--- config.mk ---
export PLATFORM = sky130hd
export DESIGN_NAME = multicycle_control_fsm
export DESIGN_NICKNAME = d
export VERILOG_FILES = /design/src/rtl/multicycle_control_fsm_pkg.sv /design/src/rtl/multicycle_control_fsm_mem_wait_timer.sv /design/src/rtl/multicycle_control_fsm.sv
export SDC_FILE = /design/constraint.sdc
export NUM_CORES = 1
export LEC_CHECK = 0
export BUFFER_PORTS_ARGS = -buffer_cell sky130_fd_sc_hd__buf_2
export CORE_MARGIN = 5
export CORE_UTILIZATION = 50
export CTS_CLUSTER_SIZE = 25
export DETAILED_ROUTE_END_ITERATION = 8
export PLACE_DENSITY = 0.79
export SETUP_SLACK_MARGIN = 0.02
export SYNTH_ARGS = -nofsm -noshare
export SYNTH_HDL_FRONTEND = slang
export SYNTH_SLANG_ARGS = --single-unit
--- constraint.sdc ---
create_clock -name clk -period 2.95 [get_ports clk]
set_clock_uncertainty 0.15 [all_clocks]
set_input_delay 0.295 -clock clk [delete_from_list [all_inputs] [get_ports clk]]
set_output_delay 0.295 -clock clk [all_outputs]
set_load 0.02 [all_outputs]
--- src/rtl/multicycle_control_fsm_pkg.sv ---
// ============================================================================
// Module  : riscv_ctrl_pkg
// Purpose : Shared state, opcode and mux-select encodings for the RV32I
//           multi-cycle sequencing controller.
// Revision: 1.0
// ============================================================================
`default_nettype none

package riscv_ctrl_pkg;

    typedef enum logic [3:0] {
        ST_IDLE     = 4'd0,
        ST_FETCH    = 4'd1,
        ST_DECODE   = 4'd2,
        ST_MEM_ADDR = 4'd3,
        ST_MEM_RD   = 4'd4,
        ST_MEM_WB   = 4'd5,
        ST_MEM_WR   = 4'd6,
        ST_EXEC_R   = 4'd7,
        ST_EXEC_I   = 4'd8,
        ST_ALU_WB   = 4'd9,
        ST_BRANCH   = 4'd10,
        ST_TRAP     = 4'd11
    } state_e;

    localparam logic [6:0] OP_R      = 7'b0110011;
    localparam logic [6:0] OP_I      = 7'b0010011;
    localparam logic [6:0] OP_LOAD   = 7'b0000011;
    localparam logic [6:0] OP_STORE  = 7'b0100011;
    localparam logic [6:0] OP_BRANCH = 7'b1100011;

    localparam logic [1:0] ALUOP_ADD    = 2'b00;
    localparam logic [1:0] ALUOP_BRANCH = 2'b01;
    localparam logic [1:0] ALUOP_FUNCT  = 2'b10;

    localparam logic [1:0] SRCA_PC    = 2'b00;
    localparam logic [1:0] SRCA_RS1   = 2'b01;
    localparam logic [1:0] SRCA_OLDPC = 2'b10;

    localparam logic [1:0] SRCB_RS2  = 2'b00;
    localparam logic [1:0] SRCB_FOUR = 2'b01;
    localparam logic [1:0] SRCB_IMM  = 2'b10;

    localparam logic PCSRC_ALU    = 1'b0;
    localparam logic PCSRC_ALUOUT = 1'b1;

    // States that stall on the shared memory handshake and are timed out.
    function automatic logic is_wait_state(input state_e s);
        return (s == ST_FETCH) || (s == ST_MEM_RD) || (s == ST_MEM_WR);
    endfunction

endpackage

`default_nettype wire

--- src/rtl/multicycle_control_fsm_mem_wait_timer.sv ---
// ============================================================================
// Module  : mem_wait_timer
// Purpose : Counts stalled cycles in a memory wait state; flags the last one.
// Revision: 1.0
// ============================================================================
`default_nettype none

module mem_wait_timer #(
    parameter int MEM_TIMEOUT = 16,
    parameter int TW          = 5
) (
    input  logic clk_i,
    input  logic rst_i,
    input  logic clear_i,
    input  logic inc_i,
    output logic expired_o
);

    localparam logic [TW-1:0] C_LIMIT = TW'(MEM_TIMEOUT - 1);

    logic [TW-1:0] count_q;

    always_ff @(posedge clk_i or posedge rst_i) begin
        if (rst_i) begin
            count_q <= '0;
        end else if (clear_i) begin
            count_q <= '0;
        end else if (inc_i) begin
            count_q <= count_q + 1'b1;
        end
    end

    assign expired_o = (count_q == C_LIMIT);

endmodule

`default_nettype wire

--- src/rtl/multicycle_control_fsm.sv ---
// ============================================================================
// Module  : multicycle_control_fsm
// Purpose : Multi-cycle RV32I control sequencer with memory-wait timeout trap.
// Revision: 1.0
// ============================================================================
`default_nettype none

module multicycle_control_fsm
    import riscv_ctrl_pkg::*;
#(
    parameter int MEM_TIMEOUT = 16,
    parameter int TW          = 5
) (
    input  logic       clk,
    input  logic       reset,
    input  logic [6:0] opcode,
    input  logic       mem_ready,
    output logic       pc_write,
    output logic       pc_write_cond,
    output logic       ir_write,
    output logic       i_or_d,
    output logic       mem_read,
    output logic       mem_write,
    output logic       mem_to_reg,
    output logic       reg_write,
    output logic [1:0] alu_src_a,
    output logic [1:0] alu_src_b,
    output logic [1:0] alu_op,
    output logic       pc_source,
    output logic       instr_done,
    output logic       trap,
    output logic [3:0] state_dbg
);

    state_e state_q;
    state_e state_d;
    logic   timer_clear;
    logic   timer_inc;
    logic   timer_expired;

    mem_wait_timer #(
        .MEM_TIMEOUT (MEM_TIMEOUT),
        .TW          (TW)
    ) u_timer (
        .clk_i     (clk),
        .rst_i     (reset),
        .clear_i   (timer_clear),
        .inc_i     (timer_inc),
        .expired_o (timer_expired)
    );

    // Any state change clears the timer, so every wait state starts at zero.
    assign timer_clear = (state_d != state_q);
    assign timer_inc   = is_wait_state(state_q) && !mem_ready;

    always_comb begin
        state_d = state_q;
        case (state_q)
            ST_IDLE:     state_d = ST_FETCH;
            ST_FETCH: begin
                if (mem_ready)          state_d = ST_DECODE;
                else if (timer_expired) state_d = ST_TRAP;
            end
            ST_DECODE: begin
                case (opcode)
                    OP_LOAD, OP_STORE: state_d = ST_MEM_ADDR;
                    OP_R:              state_d = ST_EXEC_R;
                    OP_I:              state_d = ST_EXEC_I;
                    OP_BRANCH:         state_d = ST_BRANCH;
                    default:           state_d = ST_TRAP;
                endcase
            end
            ST_MEM_ADDR: begin
                if (opcode == OP_LOAD)       state_d = ST_MEM_RD;
                else if (opcode == OP_STORE) state_d = ST_MEM_WR;
                else                         state_d = ST_TRAP;
            end
            ST_MEM_RD: begin
                if (mem_ready)          state_d = ST_MEM_WB;
                else if (timer_expired) state_d = ST_TRAP;
            end
            ST_MEM_WB:   state_d = ST_FETCH;
            ST_MEM_WR: begin
                if (mem_ready)          state_d = ST_FETCH;
                else if (timer_expired) state_d = ST_TRAP;
            end
            ST_EXEC_R:   state_d = ST_ALU_WB;
            ST_EXEC_I:   state_d = ST_ALU_WB;
            ST_ALU_WB:   state_d = ST_FETCH;
            ST_BRANCH:   state_d = ST_FETCH;
            ST_TRAP:     state_d = ST_TRAP;
            default:     state_d = ST_TRAP;
        endcase
    end

    always_ff @(posedge clk or posedge reset) begin
        if (reset) begin
            state_q <= ST_IDLE;
        end else begin
            state_q <= state_d;
        end
    end

    always_comb begin
        pc_write      = 1'b0;
        pc_write_cond = 1'b0;
        ir_write      = 1'b0;
        i_or_d        = 1'b0;
        mem_read      = 1'b0;
        mem_write     = 1'b0;
        mem_to_reg    = 1'b0;
        reg_write     = 1'b0;
        alu_src_a     = SRCA_PC;
        alu_src_b     = SRCB_RS2;
        alu_op        = ALUOP_ADD;
        pc_source     = PCSRC_ALU;
        instr_done    = 1'b0;
        trap          = 1'b0;
        case (state_q)
            ST_IDLE: ;
            ST_FETCH: begin
                mem_read  = 1'b1;
                alu_src_b = SRCB_FOUR;
                ir_write  = mem_ready;
                pc_write  = mem_ready;
            end
            ST_DECODE: begin
                alu_src_a = SRCA_OLDPC;
                alu_src_b = SRCB_IMM;
            end
            ST_MEM_ADDR: begin
                alu_src_a = SRCA_RS1;
                alu_src_b = SRCB_IMM;
            end
            ST_MEM_RD: begin
                mem_read = 1'b1;
                i_or_d   = 1'b1;
            end
            ST_MEM_WB: begin
                reg_write  = 1'b1;
                mem_to_reg = 1'b1;
                instr_done = 1'b1;
            end
            ST_MEM_WR: begin
                mem_write  = 1'b1;
                i_or_d     = 1'b1;
                instr_done = mem_ready;
            end
            ST_EXEC_R: begin
                alu_src_a = SRCA_RS1;
                alu_src_b = SRCB_RS2;
                alu_op    = ALUOP_FUNCT;
            end
            ST_EXEC_I: begin
                alu_src_a = SRCA_RS1;
                alu_src_b = SRCB_IMM;
                alu_op    = ALUOP_FUNCT;
            end
            ST_ALU_WB: begin
                reg_write  = 1'b1;
                instr_done = 1'b1;
            end
            ST_BRANCH: begin
                alu_src_a     = SRCA_RS1;
                alu_src_b     = SRCB_RS2;
                alu_op        = ALUOP_BRANCH;
                pc_write_cond = 1'b1;
                pc_source     = PCSRC_ALUOUT;
                instr_done    = 1'b1;
            end
            ST_TRAP:  trap = 1'b1;
            default:  trap = 1'b1;
        endcase
    end

    assign state_dbg = state_q;

endmodule

`default_nettype wire
==> results of run 1 <==
[power breakdown]
part	internal (mW)	switching, mW	total [mW]
clock	0.0519	0.0403	0.0922
sequential	0.148	0.0954	0.244
combinational	0.313	0.451	0.764
[worst paths after layout]
path	to	slack (ns)	cells past startpoint
worst max-delay path	u_timer.count_q[4]$_DFFE_PP0P_	0.32	9
min in group asynchronous	state_dbg[1]$_DFF_PP0_	0.38	3
worst min-delay path	state_dbg[2]$_DFF_PP0_	0.27	4
worst max register to register	u_timer.count_q[4]$_DFFE_PP0P_	0.32	9
max in group asynchronous	u_timer.count_q[3]$_DFFE_PP0P_	2.01	3
worst min register to register	u_timer.count_q[1]$_DFFE_PP0P_	0.41	2
[timing repair]
action	4_1_cts	5_1_grt
hold endpoints to repair	9	0
gates resized for setup	0	0
hold buffers	1	0
[cells in the final DEF, fill, tap and decap left out, types with 3 or more instances in the layout]
cell / synthesis / final
nand2b_1: 5 / 5
mux2i_1: 3 / 3
inv_1: 5 / 5
nor2_1: 15 / 15
dfrtp_1: 9 / 9
nor3_1: 3 / 3
buf_2: 3 / 30
a21oi_1: 7 / 7
nand2_1: 8 / 8
a21o_1: 3 / 3
clkbuf_4: 0 / 3
or3b_1: 3 / 3
o32ai_1: 3 / 3
[registers in the layout (all words and copies together), names as in the netlist]
| register | cells |
|---|---|
| u_timer.count_q | 5 |
| state_dbg | 4 |
[cell usage after synthesis (all sizes together), types with 2 or more instances]
| master | number |
|---|---|
| inv | 6 |
| nor3 | 3 |
| nand2 | 8 |
| o32ai | 3 |
| mux2i | 3 |
| nand4 | 2 |
| or2 | 4 |
| or2b | 2 |
| nand2b | 5 |
| a21oi | 7 |
| mux2 | 2 |
| xor2 | 2 |
| a211oi | 4 |
| dfrtp | 9 |
| or3b | 4 |
| buf | 8 |
| o21ai | 3 |
| nor2 | 15 |
| ha | 2 |
| and3 | 2 |
| nand3b | 2 |
| a21o | 3 |
[layout make-up]
cell class                 instances  share of cell area [%]
tap                               27                    2.96
sequential                         9                    19.8
multi-input combinational         91                    58.3
clock buffer                       4                    2.31
timing repair buffer              32                    14.7
inverter                           6                    1.98
[stage by stage]
stage               util [%]  area, um2  setup WS, ns  instances
floorplan                  -        968         0.423        114
global placement        58.0       1100         0.368        164
detailed placement      58.0       1100         0.300        164
CTS                     59.9       1140         0.301        169
global route            59.9       1140         0.207        169
finish                  59.9       1140         0.318        169
[metal layers]
| metal | track usage (%) | up-vias | part of all wire [%] |
|---|---|---|---|
| li1 | - | 474 | - |
| met1 | 23.3 | 441 | 41 |
| met2 | 27.8 | 36 | 49 |
| met3 | 5.26 | 6 | 7.4 |
| met4 | 8.71 | 0 | 2.5 |
| met5 | 0 | - | 0 |
[critical path, cell delays in order, from the launching register on]
cell and delay [ns]:
dfrtp_1 0.40, ha_1 0.22, and3_1 0.18, ha_1 0.24
or4b_1 0.48, o2111a_1 0.16, or2_4 0.24, o2bb2ai_4 0.16
nand4_4 0.14, a211oi_2 0.20
[kinds of logic after synthesis]
family	synth area share [%]
xor gates and xnor gates	2.71
AOI/OAI and AO/OA	24.5
and+or+nand+nor	33.3
adders and majority gates	2.58
DFF	23.3
buffers and inverters	8.14
muxes	5.43
==> results_dict.tcl, run 1 <==
set metrics [dict create \
    finish.net_count 155 \
    rows 16 \
    start_util_pct 50.9 \
    syn_inst 114 \
    critPathKind "flip-flop to flip-flop" \
    grt_setup_unrepaired "false" \
    gr-total-overflow 0 \
    totalWireLength_um 2300 \
    startpoint "u_timer.count_q[0]$_DFFE_PP0P_" \
    io_buffers 30 \
    setup_tns_ns 0 \
    yosys.area.top_type_share_pct 23.3 \
    period_share_pct 89.2 \
    multiInputGateArea_um2 664 \
    final_max_slew_viol_count 0 \
    drcViolationCount 0 \
    fin_crit_ns 2.63 \
    cellPowerDensity_nw_per_um2 965 \
    io_pins 31 \
    clk_pin_slew_ns 0.06 \
    num-fill-cells 180 \
    grt_util_all_layers_pct 18.2 \
    clk_latency_ns 0.26 \
    antenna_found_initial 0 \
    drive_above_1_share_pct 32.4 \
    grt_pass1_vias 851 \
    post_cts_buffers 0 \
    synth_area_per_cell_um2 8.49 \
    max_freq_ghz 0.380 \
    cts-root-buf "clkbuf_4" \
    hold_viol 0 \
    critPathLaunchType "flip-flop" \
    status "complete, no violations" \
    drt_iter0_markers 20 \
    grt_pass1_wl_um 3780 \
    cts_tree "built" \
    min_from "opcode[6]" \
    synth_area_leader_cell "dfrtp_1" \
    cts-buffers-inserted 3 \
    yosys_warnings 0 \
    clock-sinks 9 \
    vias 957 \
    p_leak_nw 0.526 \
    ys_seq_area_share_pct 23.3 \
    max_cap_violations 0 \
    synthFlopType "dfrtp_1" \
    synth_edf_count 0 \
    critical_path_arrival_ns 2.66 \
    slew_headroom_pct 62.9 \
    r2r-start "u_timer.count_q[0]$_DFFE_PP0P_" \
    dieArea_um2 2920 \
    clock_path_buffers 2 \
    worst_hold_slack_ns 0.270 \
    core_um2 1900 \
    cp-end-kind "flip-flop" \
    dpl.hpwl_um 1750 \
    grt_max_degree 19 \
    die_w_um 54.0 \
    ir_worst_vdd_v 0.000485 \
    htreeDepth 1 \
    syn-num-nets 126 \
    n_antenna_cell 0 \
    synthTopCellsByArea "dfrtp_1 23%, nor2_1 5.8%, a21oi_1 3.6%" \
    async_flop_share_pct 100 \
    firstDrtPassIters 4 \
    globalplace.congestion 0.894 \
    register_area_um2 225 \
    ant_nets 0 \
    wl_per_cell_um 13.6 \
    hp-class "input port to flip-flop" \
    synth.distinct_cells 48 \
    cp_max_fo 6 \
    synth-seq-cells 9 \
    die-height_um 54.0 \
    finalPower_mw 1.10 \
    via_per_inst 5.66 \
    area_delta_synth_final_pct 17.7 \
    synth_area_um2 968 \
    setup_viol 0 \
    tightest_slew_ns 0.557 \
    worstPathRequired_ns 2.98 \
]
Note: power is estimated with default switching activity, not from simulation.
==> run 2: changes to the inputs <==
Settings changed: CTS_BUF_LIST set to sky130_fd_sc_hd__clkbuf_8 sky130_fd_sc_hd__clkbuf_16.
==> run 2 against run 1 <==
  * Register-to-register slack hardly changed
  * Via count is 0.52% lower
  * Non-clock buffer count stayed put
  * Clock-buffer cell count is 1 lower
  * Cell count stayed put
  * Combinational power hardly changed
  * Critical path type unchanged
==> results_dict.tcl, run 2 (synthesized netlist as in run 1, its figures left out) <==
set metrics [dict create \
    dieArea_um2 2920 \
    n_antenna_cell 0 \
    drive_above_1_share_pct 32.4 \
    post_cts_buffers 0 \
    crit_end "u_timer.count_q[4]$_DFFE_PP0P_" \
    hp-class "input port to flip-flop" \
    cts-root-buf "clkbuf_8" \
    power.internal_mw 0.552 \
    largest_register "u_timer.count_q" \
    globalplace.congestion 0.894 \
    die-height_um 54.0 \
    register_area_um2 225 \
    reg2reg_depth 9 \
    cellPowerDensity_nw_per_um2 990 \
    startpoint "u_timer.count_q[0]$_DFFE_PP0P_" \
    clk_pin_slew_ns 0.05 \
    io_buffers 30 \
    dpl.hpwl_um 1750 \
    die_w_um 54.0 \
    core_um2 1900 \
    fin_crit_ns 2.63 \
    drcViolationCount 0 \
    ir_worst_vdd_v 0.000522 \
    critPathLaunchType "flip-flop" \
    crit_buf_inv 0 \
    clk_latency_ns 0.23 \
    rrSetupSlack_ns 0.32 \
    pwr-share-clk_pct 11.9 \
    gr-total-overflow 0 \
    grt_pass1_wl_um 3820 \
    path_cells "ha_1, and3_1, ha_1, or4b_1, o2111a_1, or2_4, o2bb2ai_4, nand4_4, a211oi_2" \
    tightest_slew_ns 0.566 \
    finish.net_count 155 \
    worstPathRequired_ns 2.95 \
    comb_power_share_pct 66.8 \
    cp_max_fo 6 \
    wl_per_cell_um 13.8 \
    grt_pass1_vias 853 \
    finalNonFillerCells 169 \
    drt_iter0_markers 20 \
    status "complete, no violations" \
    cp-end-kind "flip-flop" \
    slew_headroom_pct 62.2 \
    area_delta_synth_final_pct 19.6 \
    place_inst 164 \
    crit_family "simple AND/OR/NAND/NOR gates" \
    p_seq_share_pct 21.3 \
    cts_tree "built" \
    r2r-start "u_timer.count_q[0]$_DFFE_PP0P_" \
    grt_util_all_layers_pct 18.3 \
    period_share_pct 89.2 \
    ant_nets 0 \
    layout_common_cells "30 x buf_2, 15 x nor2_1, 9 x dfrtp_1" \
    slowest_delay_ns 0.48 \
    clock_path_buffers 2 \
    r2r-end "u_timer.count_q[4]$_DFFE_PP0P_" \
    p_sw_share_pct 51.9 \
    vias 952 \
    clock-sinks 9 \
    critical_path_arrival_ns 2.63 \
    cp_slowest_cell "or4b_1" \
    p_switching_mw 0.595 \
    final_max_slew_viol_count 0 \
    htreeDepth 1 \
    max_cap_violations 0 \
    cp_common_cell "ha_1" \
    final_common_cell "buf_2" \
    p_leak_nw 0.538 \
    max_freq_ghz 0.380 \
    multiInputGateArea_um2 664 \
    antenna_found_initial 0 \
    setup_tns_ns 0 \
    hold_viol 0 \
    start_util_pct 50.9 \
    critPathKind "flip-flop to flip-flop" \
    setup_viol 0 \
    io_pins 31 \
    cts-buffers-inserted 3 \
    largest_reg_flops 5 \
    crit_cells 9 \
    firstDrtPassIters 4 \
    num-fill-cells 177 \
    grt_setup_unrepaired "false" \
    grt_max_degree 19 \
    via_per_inst 5.63 \
    totalWireLength_um 2330 \
    rows 16 \
]
[run 2: cell types whose count changed in the layout (fill, tap and decap cells not counted)]
cell / before / now
inv_1: 5 / 6
clkbuf_1: 1 / 0
clkbuf_4: 3 / 0
clkbuf_8: 0 / 3
[run 2: timing repair]
item	CTS	global route
hold endpoints to repair	9	0
resized for setup	0	0
hold buffers	1	0
[run 2: how the worst min path moves through the flow]
| stage | startpoint | endpoint | slack [ns] | depth (start not counted) |
|---|---|---|---|---|
| after global routing | opcode[6] | state_dbg[2]$_DFF_PP0_ | 0.33 | 4 |
| after global placement | reset | state_dbg[3]$_DFF_PP0_ | 0.11 | 2 |
| final | opcode[6] | state_dbg[2]$_DFF_PP0_ | 0.30 | 4 |
| after CTS | opcode[6] | state_dbg[2]$_DFF_PP0_ | 0.29 | 4 |
| after floorplan | reset | state_dbg[0]$_DFF_PP0_ | -0.03 | 1 |
| after detailed placement | reset | state_dbg[3]$_DFF_PP0_ | 0.11 | 2 |
[run 2: per-layer routing]
metal	routed length, um	vias up	global-route usage, %	share of wire (%)
met2	1120	34	27.8	48
met5	0	-	0	0
met1	986	439	23.7	42
li1	-	473	-	-
met3	172	6	5.26	7.4
met4	57	0	8.71	2.4
[run 2: metrics by stage]
stage	cell area, um2	setup WS (ns)	hold WS, ns	util [%]	power, mW
after floorplan	968	0.423	-0.0271	-	0.845
after global placement	1100	0.368	0.112	58.0	0.992
final	1160	0.318	0.298	60.9	1.15
after CTS	1160	0.301	0.293	60.9	1.15
after global routing	1160	0.209	0.329	60.9	1.23
after detailed placement	1100	0.300	0.115	58.0	1.01
[run 2: cell type report]
| cell class | instances | share of cell area [%] |
|---|---|---|
| clock buffer | 3 | 3.56 |
| clock inverter | 1 | 0.324 |
| inverter | 6 | 1.94 |
| multi-input combinational | 91 | 57.3 |
| sequential | 9 | 19.4 |
| tap | 27 | 2.92 |
| timing repair buffer | 32 | 14.5 |
[run 2: worst min-delay path: stages]
cell and delay [ns]:
buf_2 0.13, nor2_1 0.07, nand4b_1 0.09, nand2_1 0.05
[run 2: power groups by stage]
stage | Combinational [mW] | Sequential, mW | Clock (mW)
after floorplan | 0.638 | 0.207 | 0
after global routing | 0.831 | 0.253 | 0.149
after detailed placement | 0.763 | 0.246 | 0
after CTS | 0.768 | 0.242 | 0.139
final | 0.766 | 0.245 | 0.136
after global placement | 0.751 | 0.241 | 0
